## src/rtl/clk_div_prog.sv

```systemverilog
// clk_div_prog: programmable clock-enable generator.
// From clk_in it derives a one-cycle tick strobe and a near-50% square wave
// div_frec, both at clk_in/N. A new N can be loaded at run time. It is held
// pending and takes effect only at a period boundary, so no period is
// truncated or stretched.
module clk_div_prog #(
  parameter int WIDTH       = 16,
  parameter int DEFAULT_DIV = 50000
) (
  input  logic             clk_in,
  input  logic             reset,
  input  logic             en,
  input  logic             sync_clr,
  input  logic             div_load,
  input  logic [WIDTH-1:0] div_value,
  output logic             div_pending,
  output logic             tick,
  output logic             div_frec
);

  localparam logic [WIDTH-1:0] LP_DEFAULT_DIV = WIDTH'(DEFAULT_DIV);
  localparam logic [WIDTH-1:0] LP_ONE         = WIDTH'(1);
  localparam logic [WIDTH-1:0] LP_TWO         = WIDTH'(2);

  logic [WIDTH-1:0] r_active_div;
  logic [WIDTH-1:0] r_pending_div;
  logic             r_pending;
  logic [WIDTH-1:0] r_count;
  logic             r_tick;
  logic             r_frec;

  logic             w_run;
  logic             w_last;
  logic             w_wrap;
  logic [WIDTH-1:0] w_count_next;
  logic [WIDTH-1:0] w_low_len;
  logic             w_frec_next;

  // Divisors 0 and 1 do not count: 0 stops the divider, 1 passes en through.
  assign w_run        = (r_active_div >= LP_TWO);
  assign w_last       = (r_count == (r_active_div - LP_ONE));
  assign w_wrap       = en & w_last & w_run;
  assign w_count_next = w_wrap ? '0 : (r_count + LP_ONE);
  // The low phase gets the extra cycle for odd N: L = N - floor(N/2).
  assign w_low_len    = r_active_div - (r_active_div >> 1);
  assign w_frec_next  = (w_count_next >= w_low_len);

  // Divisor load/apply: a load coinciding with a boundary is applied directly;
  // otherwise it waits in pending_div (last load wins) until the next boundary.
  always_ff @(posedge clk_in) begin
    if (reset) begin
      r_active_div <= LP_DEFAULT_DIV;
      r_pending    <= 1'b0;
    end else if (div_load && (w_wrap || sync_clr)) begin
      r_active_div <= div_value;
      r_pending    <= 1'b0;
    end else if (div_load) begin
      r_pending_div <= div_value;
      r_pending     <= 1'b1;
    end else if (r_pending && (w_wrap || sync_clr || !w_run)) begin
      r_active_div <= r_pending_div;
      r_pending    <= 1'b0;
    end
  end

  // Period counter with registered tick and square-wave outputs.
  always_ff @(posedge clk_in) begin
    if (reset) begin
      r_count <= '0;
      r_tick  <= 1'b0;
      r_frec  <= 1'b0;
    end else if (sync_clr) begin
      r_count <= '0;
      r_tick  <= 1'b0;
      r_frec  <= 1'b0;
    end else if (!w_run) begin
      r_count <= '0;
      r_tick  <= en & (r_active_div == LP_ONE);
      r_frec  <= 1'b0;
    end else if (en) begin
      r_count <= w_count_next;
      r_tick  <= w_wrap;
      r_frec  <= w_frec_next;
    end else begin
      r_tick  <= 1'b0;
    end
  end

  assign div_pending = r_pending;
  assign tick        = r_tick;
  assign div_frec    = r_frec;

endmodule

```

## config.mk

```make
export PLATFORM = sky130hd
export DESIGN_NAME = clk_div_prog
export DESIGN_NICKNAME = d
export VERILOG_FILES = /design/src/rtl/clk_div_prog.sv
export SDC_FILE = /design/constraint.sdc
export NUM_CORES = 1
export LEC_CHECK = 0
export BUFFER_PORTS_ARGS = -buffer_cell sky130_fd_sc_hd__buf_4
export CORE_MARGIN = 2
export CORE_UTILIZATION = 62
export CTS_CLUSTER_DIAMETER = 50
export DETAILED_ROUTE_END_ITERATION = 6
export GPL_TIMING_DRIVEN = 0
export PLACE_DENSITY_LB_ADDON = 0.15
export SYNTH_ARGS = -nofsm -noshare
export SYNTH_HDL_FRONTEND = slang
export SYNTH_SLANG_ARGS = --single-unit
```

## constraint.sdc

```tcl
create_clock -name clk_in -period 5.12 [get_ports clk_in]
set_input_delay 0.768 -clock clk_in [delete_from_list [all_inputs] [get_ports clk_in]]
set_output_delay 0.768 -clock clk_in [all_outputs]
set_load 0.01 [all_outputs]
```

==> run_results.csv, run 1 <==
group,metric,value,unit
timing,relSlewSlack,51.9,%
routing,wl_per_cell,15.9,um
clocking,hold_buffers,0,
grt,top_usage_layer,"met2",
floorplan,rows,29,
power,netSwitchingFraction,32.8,%
grt,grt_max_degree,18,
final_layout,diodes,0,
grt,overflow,0,
timing,skew,13.9,ps
yosys,synth_area,4060,sq um
grt,track_usage,26.5,%
clocking,clock_path_buffers,2,
timing,rsz0062_at_grt,"no",
grt,use_met3,3.89,%
grt,grt_pass1_wl,15500,um
floorplan,core_area,6350,sq um
timing,timing.final.crit_share,93.3,%
worst_hold_path,min_to,"r_count[15]",
worst_hold_path,whs_path_depth,2,
worst_setup_path,rr_endpoint,"div_frec",
floorplan,die_w,84.9,um
clocking,cts_tree,"yes",
placement,portBuffers,23,
floorplan,io_pins,24,
routing,drtAntennaViolNets,0,
power,power_frac_comb,28.7,%
worst_setup_path,cp-start-kind,"flop",
yosys,ys_async_sr_fraction,0,%
clocking,cts_resized,0,
worst_setup_path,reg2reg_slack,340,ps
timing,setup_tns,0,ps
routing,routed_via_density,5.89,
worst_setup_path,crit_path_max_fanout,10,
final_layout,nNetsFinal,568,
placement,place_hpwl,7310,um
power,ir_worst_vdd,0.000204,V
grt,antenna_found_initial,0,
power,cellLeakagePower,1.91,nW
yosys,syn_inst,465,
clocking,clk_latency,320,ps
timing,post-route-min-period,4780,ps
placement,place_congestion,0.931,
yosys,avgSynthCellArea,8.73,sq um
grt,grt_pass1_vias,3291,
clocking,cts-htree-levels,2,
worst_hold_path,hold_class,"reg2reg",
power,power_frac_seq,45.8,%
yosys,synth_enable_flop_cells,16,
yosys,yosys.area.top_type,"dfxtp_1",
floorplan,dieHeight,84.9,um
routing,drc,0,
floorplan,start_util,63.9,%
clocking,cts_root_buffer,"clkbuf_8",
routing,drt_iter0_markers,116,
worst_hold_path,hold_start,"r_count[15]",
final_layout,area.growth.synth_to_final,8.88,%
clocking,clock-sinks,51,
yosys,synth_nets,538,
yosys,ys_ff_latch,51,
yosys,yosys-top-cells-area,"dfxtp_1 17%, ha_1 16%, edfxtp_1 12%",
placement,dp.cells,565,
routing,first_pass_iters,5,
grt,met1_usage,33.6,%
timing,slew_viol_final,0,
outcome,status,"finished, final reports clean",
yosys,synth.distinct_cells,52,
worst_setup_path,cp.required,5340,ps
clocking,path_clk_slew,110,ps
clocking,cts_buffers,5,
yosys,yosysWarnings,0,
final_layout,stdcell_count,573,
yosys,yosys.area.top_type_share,17.3,%
worst_setup_path,cp-end-kind,"flop",
grt,grt_use_met2,47.0,%
floorplan,dieArea,7210,sq um
timing,final-hold-violation-count,0,
final_layout,drive_gt1_share,9.07,%
routing,drt_wl_total,9110,um
worst_setup_path,critPathArrivalTime,5000,ps
yosys,yosysSeqAreaShare,29.1,%
power,p_switching,0.000322,W
power,p_int,0.000660,W
worst_setup_path,crit_type,"reg2reg",
timing,max_freq,209,MHz
power,power_density,222,nW/um^2
routing,vias,3375,
timing,tightest_slew,716,ps
worst_setup_path,r2r_cells,20,
yosys,synth_ff_type,"dfxtp_1",
worst_setup_path,timing.rr.start,"r_active_div[1]",
timing,setup_viol,0,
power,clockPowerShare,25.5,%
clocking,post-cts-setup-buffers,0,
run,drv_cap,0,
-- Yosys cell counts (all sizes together) (2+ instances only) --
library cell  count
nand2            27
clkbuf            9
dfxtp            35
nor3              6
a22oi             5
nor2             55
nand4             4
xnor2            40
o41ai             2
buf               9
a31oi             2
inv              30
o311ai            2
ha               51
o2111ai           2
and3b             3
and3             10
edfxtp           16
a2bb2oi           6
o21ai            21
nand3            10
nand3b           10
or3               2
a211oi           15
xor2             11
nor4              5
o31ai             3
nand2b            5
a21o              3
nor2b             7
mux2i            19
o21a              2
a21oi            25
-- critical path, stage by stage, from the launching register on --
cell,delay [ps]
dfxtp_1,520
inv_1,150
ha_1,210
buf_2,160
xnor2_1,150
xnor2_1,130
nor4b_1,440
nand4_1,250
nor4_4,590
clkbuf_1,530
nor2_1,120
inv_1,80
ha_1,220
nand2b_1,150
a21o_1,170
a21o_1,170
a21oi_1,140
o21ai_0,110
nand3_1,100
a31oi_1,110
o21a_1,200
-- power groups by stage --
stage	logic, W	clock network (W)	registers, W
finish	0.000282	0.000250	0.000450
global placement	0.000268	0	0.000458
CTS	0.000281	0.000253	0.000450
global route	0.000317	0.000263	0.000452
floorplan	0.000211	0	0.000454
detailed placement	0.000280	0	0.000459
-- stage by stage --
| step | hold slack, ps | cell area [sq um] | total power, W | util [%] | setup WS, ps |
|---|---|---|---|---|---|
| 2_1_floorplan | 475 | 4060 | 0.000665 | - | 1450 |
| 3_3_place_gp | 508 | 4330 | 0.000727 | 68.1 | 499 |
| 3_5_place_dp | 519 | 4330 | 0.000739 | 68.1 | 453 |
| 4_1_cts | 536 | 4420 | 0.000984 | 69.6 | 438 |
| 5_1_grt | 561 | 4420 | 0.00103 | 69.6 | 11.4 |
| 6_report | 532 | 4420 | 0.000982 | 69.6 | 342 |
-- area by class of cell --
cell class,instances,area (sq um)
sequential,51,1180
fill,515,1930
multi-input combinational,366,2680
buffer,18,86.3
tap,77,96.3
clock buffer,5,68.8
inverter,30,113
clock inverter,3,22.5
timing repair buffer,23,173
-- placed cells by master, fill, tap and decap left out, types with 4 or more instances in the layout --
cell type | Yosys | final
nor2b_1 | 7 | 7
edfxtp_1 | 16 | 16
nand3b_1 | 10 | 10
clkbuf_8 | 0 | 5
a211oi_1 | 15 | 15
nand2_1 | 27 | 27
nor3_1 | 6 | 6
nand4_1 | 4 | 4
a2bb2oi_1 | 6 | 6
nand2b_1 | 5 | 5
xnor2_1 | 40 | 40
buf_4 | 1 | 24
clkbuf_1 | 9 | 9
mux2i_1 | 19 | 19
dfxtp_1 | 35 | 35
nand3_1 | 9 | 9
a21oi_1 | 25 | 25
inv_1 | 30 | 30
nor2_1 | 55 | 55
nor4_1 | 4 | 4
a22oi_1 | 5 | 5
xor2_1 | 11 | 11
and3_1 | 10 | 10
buf_2 | 6 | 6
o21ai_0 | 20 | 20
ha_1 | 51 | 51
-- state kept, by name, summed over array words and instances (netlist names) --
name / count
div_frec: 1
div_pending: 1
r_active_div: 16
r_count: 16
r_pending_div: 16
tick: 1
-- worst max path at each step --
stage	startpoint	to	slack, ps
6_report	r_active_div[1]	div_frec	340
5_1_grt	r_active_div[1]	div_frec	10
4_1_cts	r_active_div[1]	div_frec	440
3_5_place_dp	r_active_div[1]	div_frec	450
3_3_place_gp	r_active_div[1]	div_frec	500
2_1_floorplan	r_active_div[0]	div_frec	1450
-- metal layers --
layer / vias up / wire, um / share of wire [%]
li1: 1708 / - / -
met1: 1566 / 4140 / 45
met2: 81 / 4440 / 49
met3: 20 / 358 / 3.9
met4: 0 / 183 / 2.0
met5: - / 0 / 0
-- cell families after synthesis --
family	after synthesis	synth area share, %
AND/OR/NAND/NOR	150	18.8
AO/OA/AOI/OAI	94	15.2
adder cells (fa/ha/maj)	52	16.2
XOR/XNOR	51	11.0
flip-flops	51	29.1
buffers and inverters	48	4.90
multiplexers	19	4.69
Note: power is estimated with default switching activity, not from simulation.
==> run 2: changes to the inputs <==
Settings changed: GPL_TIMING_DRIVEN 0 to default.
==> run 2 against run 1 <==
- clock power is 2% higher
- setup slack better by 630 ps
- critical endpoint unchanged
- global-route usage is 1.3 points lower
- sequential cell count stayed put
- sequential power hardly changed
- first-iteration DRC count is 28% higher
- power is 0.43% higher
- design area is 1.7% lower
==> run_results.csv, run 2 (same netlist as run 1, synthesis figures left out) <==
group,metric,value,unit
timing,setup_tns,0,ps
final_layout,top_regs,"r_active_div (16), r_count (16), r_pending_div (16)",
timing,max_freq,241,MHz
power,ir_worst_vdd,0.000208,V
floorplan,dieArea,7210,sq um
power,netSwitchingFraction,33.2,%
worst_setup_path,cp.required,5350,ps
final_layout,final_common_cell,"nor2_1",
placement,place_congestion,0.949,
final_layout,final_cell_area,4340,sq um
power,power_density,227,nW/um^2
power,clockPowerShare,25.8,%
timing,post-route-min-period,4140,ps
worst_setup_path,critPathArrivalTime,4370,ps
worst_setup_path,cp-end-kind,"flop",
final_layout,drive_gt1_share,7.93,%
final_layout,regArea,1180,sq um
clocking,cts_root_buffer,"clkbuf_8",
power,p_switching,0.000327,W
grt,grt_pass1_wl,14900,um
worst_setup_path,crit_path_max_fanout,7,
final_layout,fillers,506,
routing,wl_per_cell,15.7,um
routing,first_pass_iters,4,
grt,antenna_found_initial,0,
clocking,post-cts-setup-buffers,0,
grt,grt_pass1_vias,3197,
power,power_frac_seq,45.7,%
final_layout,final_cell_mix,"55 x nor2_1, 51 x ha_1, 40 x xnor2_1",
floorplan,dieHeight,84.9,um
clocking,cts_resized,0,
clocking,cts_buffers,5,
clocking,cts_tree,"yes",
final_layout,nNetsFinal,551,
routing,vias,3332,
grt,track_usage,25.2,%
power,p_int,0.000659,W
power,power_frac_comb,28.5,%
floorplan,core_area,6350,sq um
timing,rsz0062_at_grt,"no",
clocking,cts-htree-levels,2,
run,drv_cap,0,
clocking,path_clk_slew,110,ps
worst_setup_path,crit_type,"reg2reg",
final_layout,diodes,0,
clocking,hold_buffers,0,
routing,drc,0,
final_layout,multiInputGateArea,2680,sq um
grt,grt_max_degree,35,
timing,skew,8.17,ps
floorplan,start_util,63.9,%
timing,relSlewSlack,31.1,%
floorplan,die_w,84.9,um
routing,drt_wl_total,8750,um
worst_setup_path,reg2reg_slack,980,ps
timing,final-hold-violation-count,0,
routing,drt_iter0_markers,148,
clocking,clock_path_buffers,2,
outcome,status,"finished, final reports clean",
placement,place_area,4250,sq um
clocking,clk_latency,320,ps
power,cellLeakagePower,1.86,nW
worst_setup_path,cp-start-kind,"flop",
timing,slew_viol_final,0,
routing,routed_via_density,5.99,
final_layout,area.growth.synth_to_final,7.06,%
timing,timing.final.crit_share,80.9,%
placement,portBuffers,23,
worst_hold_path,hold_class,"reg2reg",
placement,place_hpwl,6860,um
timing,setup_viol,0,
routing,drtAntennaViolNets,0,
grt,overflow,0,
floorplan,rows,29,
floorplan,io_pins,24,
clocking,clock-sinks,51,
timing,tightest_slew,1030,ps
[run 2: cell count changes in the layout (fill, tap and decap cells not counted)]
cell and change:
inv_6 -2, inv_8 +1, buf_1 -1, clkbuf_1 -9
clkinv_2 -1, clkinv_4 +1, buf_2 -6, clkinvlp_4 +1
buf_6 -1
[run 2: layout make-up]
class,count,share of cell area [%]
multi-input combinational,366,61.6
sequential,51,27.2
inverter,30,2.59
clock buffer,5,1.58
tap,77,2.22
timing repair buffer,24,4.15
clock inverter,3,0.634
[run 2: path summary, 6_finish.rpt]
kind / start / to / cells after the start
hold reg to reg: r_count[15] / r_count[15] / 2
hold / removal: r_count[15] / r_count[15] / 2
setup / recovery: r_active_div[1] / div_frec / 15
setup reg to reg: r_active_div[1] / div_frec / 15
[run 2: worst max-delay path, cell delays in order (launching register included)]
cell and delay, ps:
dfxtp_1 490, inv_1 130, ha_1 290, nor2_1 40, o311ai_0 570, a211oi_1 220, o41ai_1 530, o31ai_1 190
a221oi_1 480, nor4_1 100, a211oi_1 190, ha_1 270, and4_1 200, o2111ai_1 100, a31oi_1 60, o21a_1 190
[run 2: through the flow]
stage	hold WS [ps]	instances	util [%]	power (W)	setup WS [ps]
after floorplan	475	465	-	0.000665	1450
after global placement	499	548	66.9	0.000723	1350
after detailed placement	507	548	66.9	0.000736	1090
after CTS	523	556	68.4	0.000987	1070
after global routing	558	556	68.4	0.00104	588
final	523	556	68.4	0.000986	976
[run 2: metal layers]
| layer | track usage [%] | vias to the layer above | part of all wire [%] |
|---|---|---|---|
| met1 | 32.6 | 1550 | 44 |
| met2 | 42.9 | 98 | 48 |
| met5 | 0 | - | 0 |
| met3 | 4.57 | 17 | 6.1 |
| li1 | - | 1667 | - |
| met4 | 8.08 | 0 | 2.3 |
[run 2: power by group through the flow]
stage | Sequential, W | Combinational, W | Clock [W]
global placement | 0.000459 | 0.000264 | 0
finish | 0.000451 | 0.000281 | 0.000254
CTS | 0.000450 | 0.000279 | 0.000258
floorplan | 0.000454 | 0.000211 | 0
global route | 0.000453 | 0.000316 | 0.000272
detailed placement | 0.000460 | 0.000276 | 0
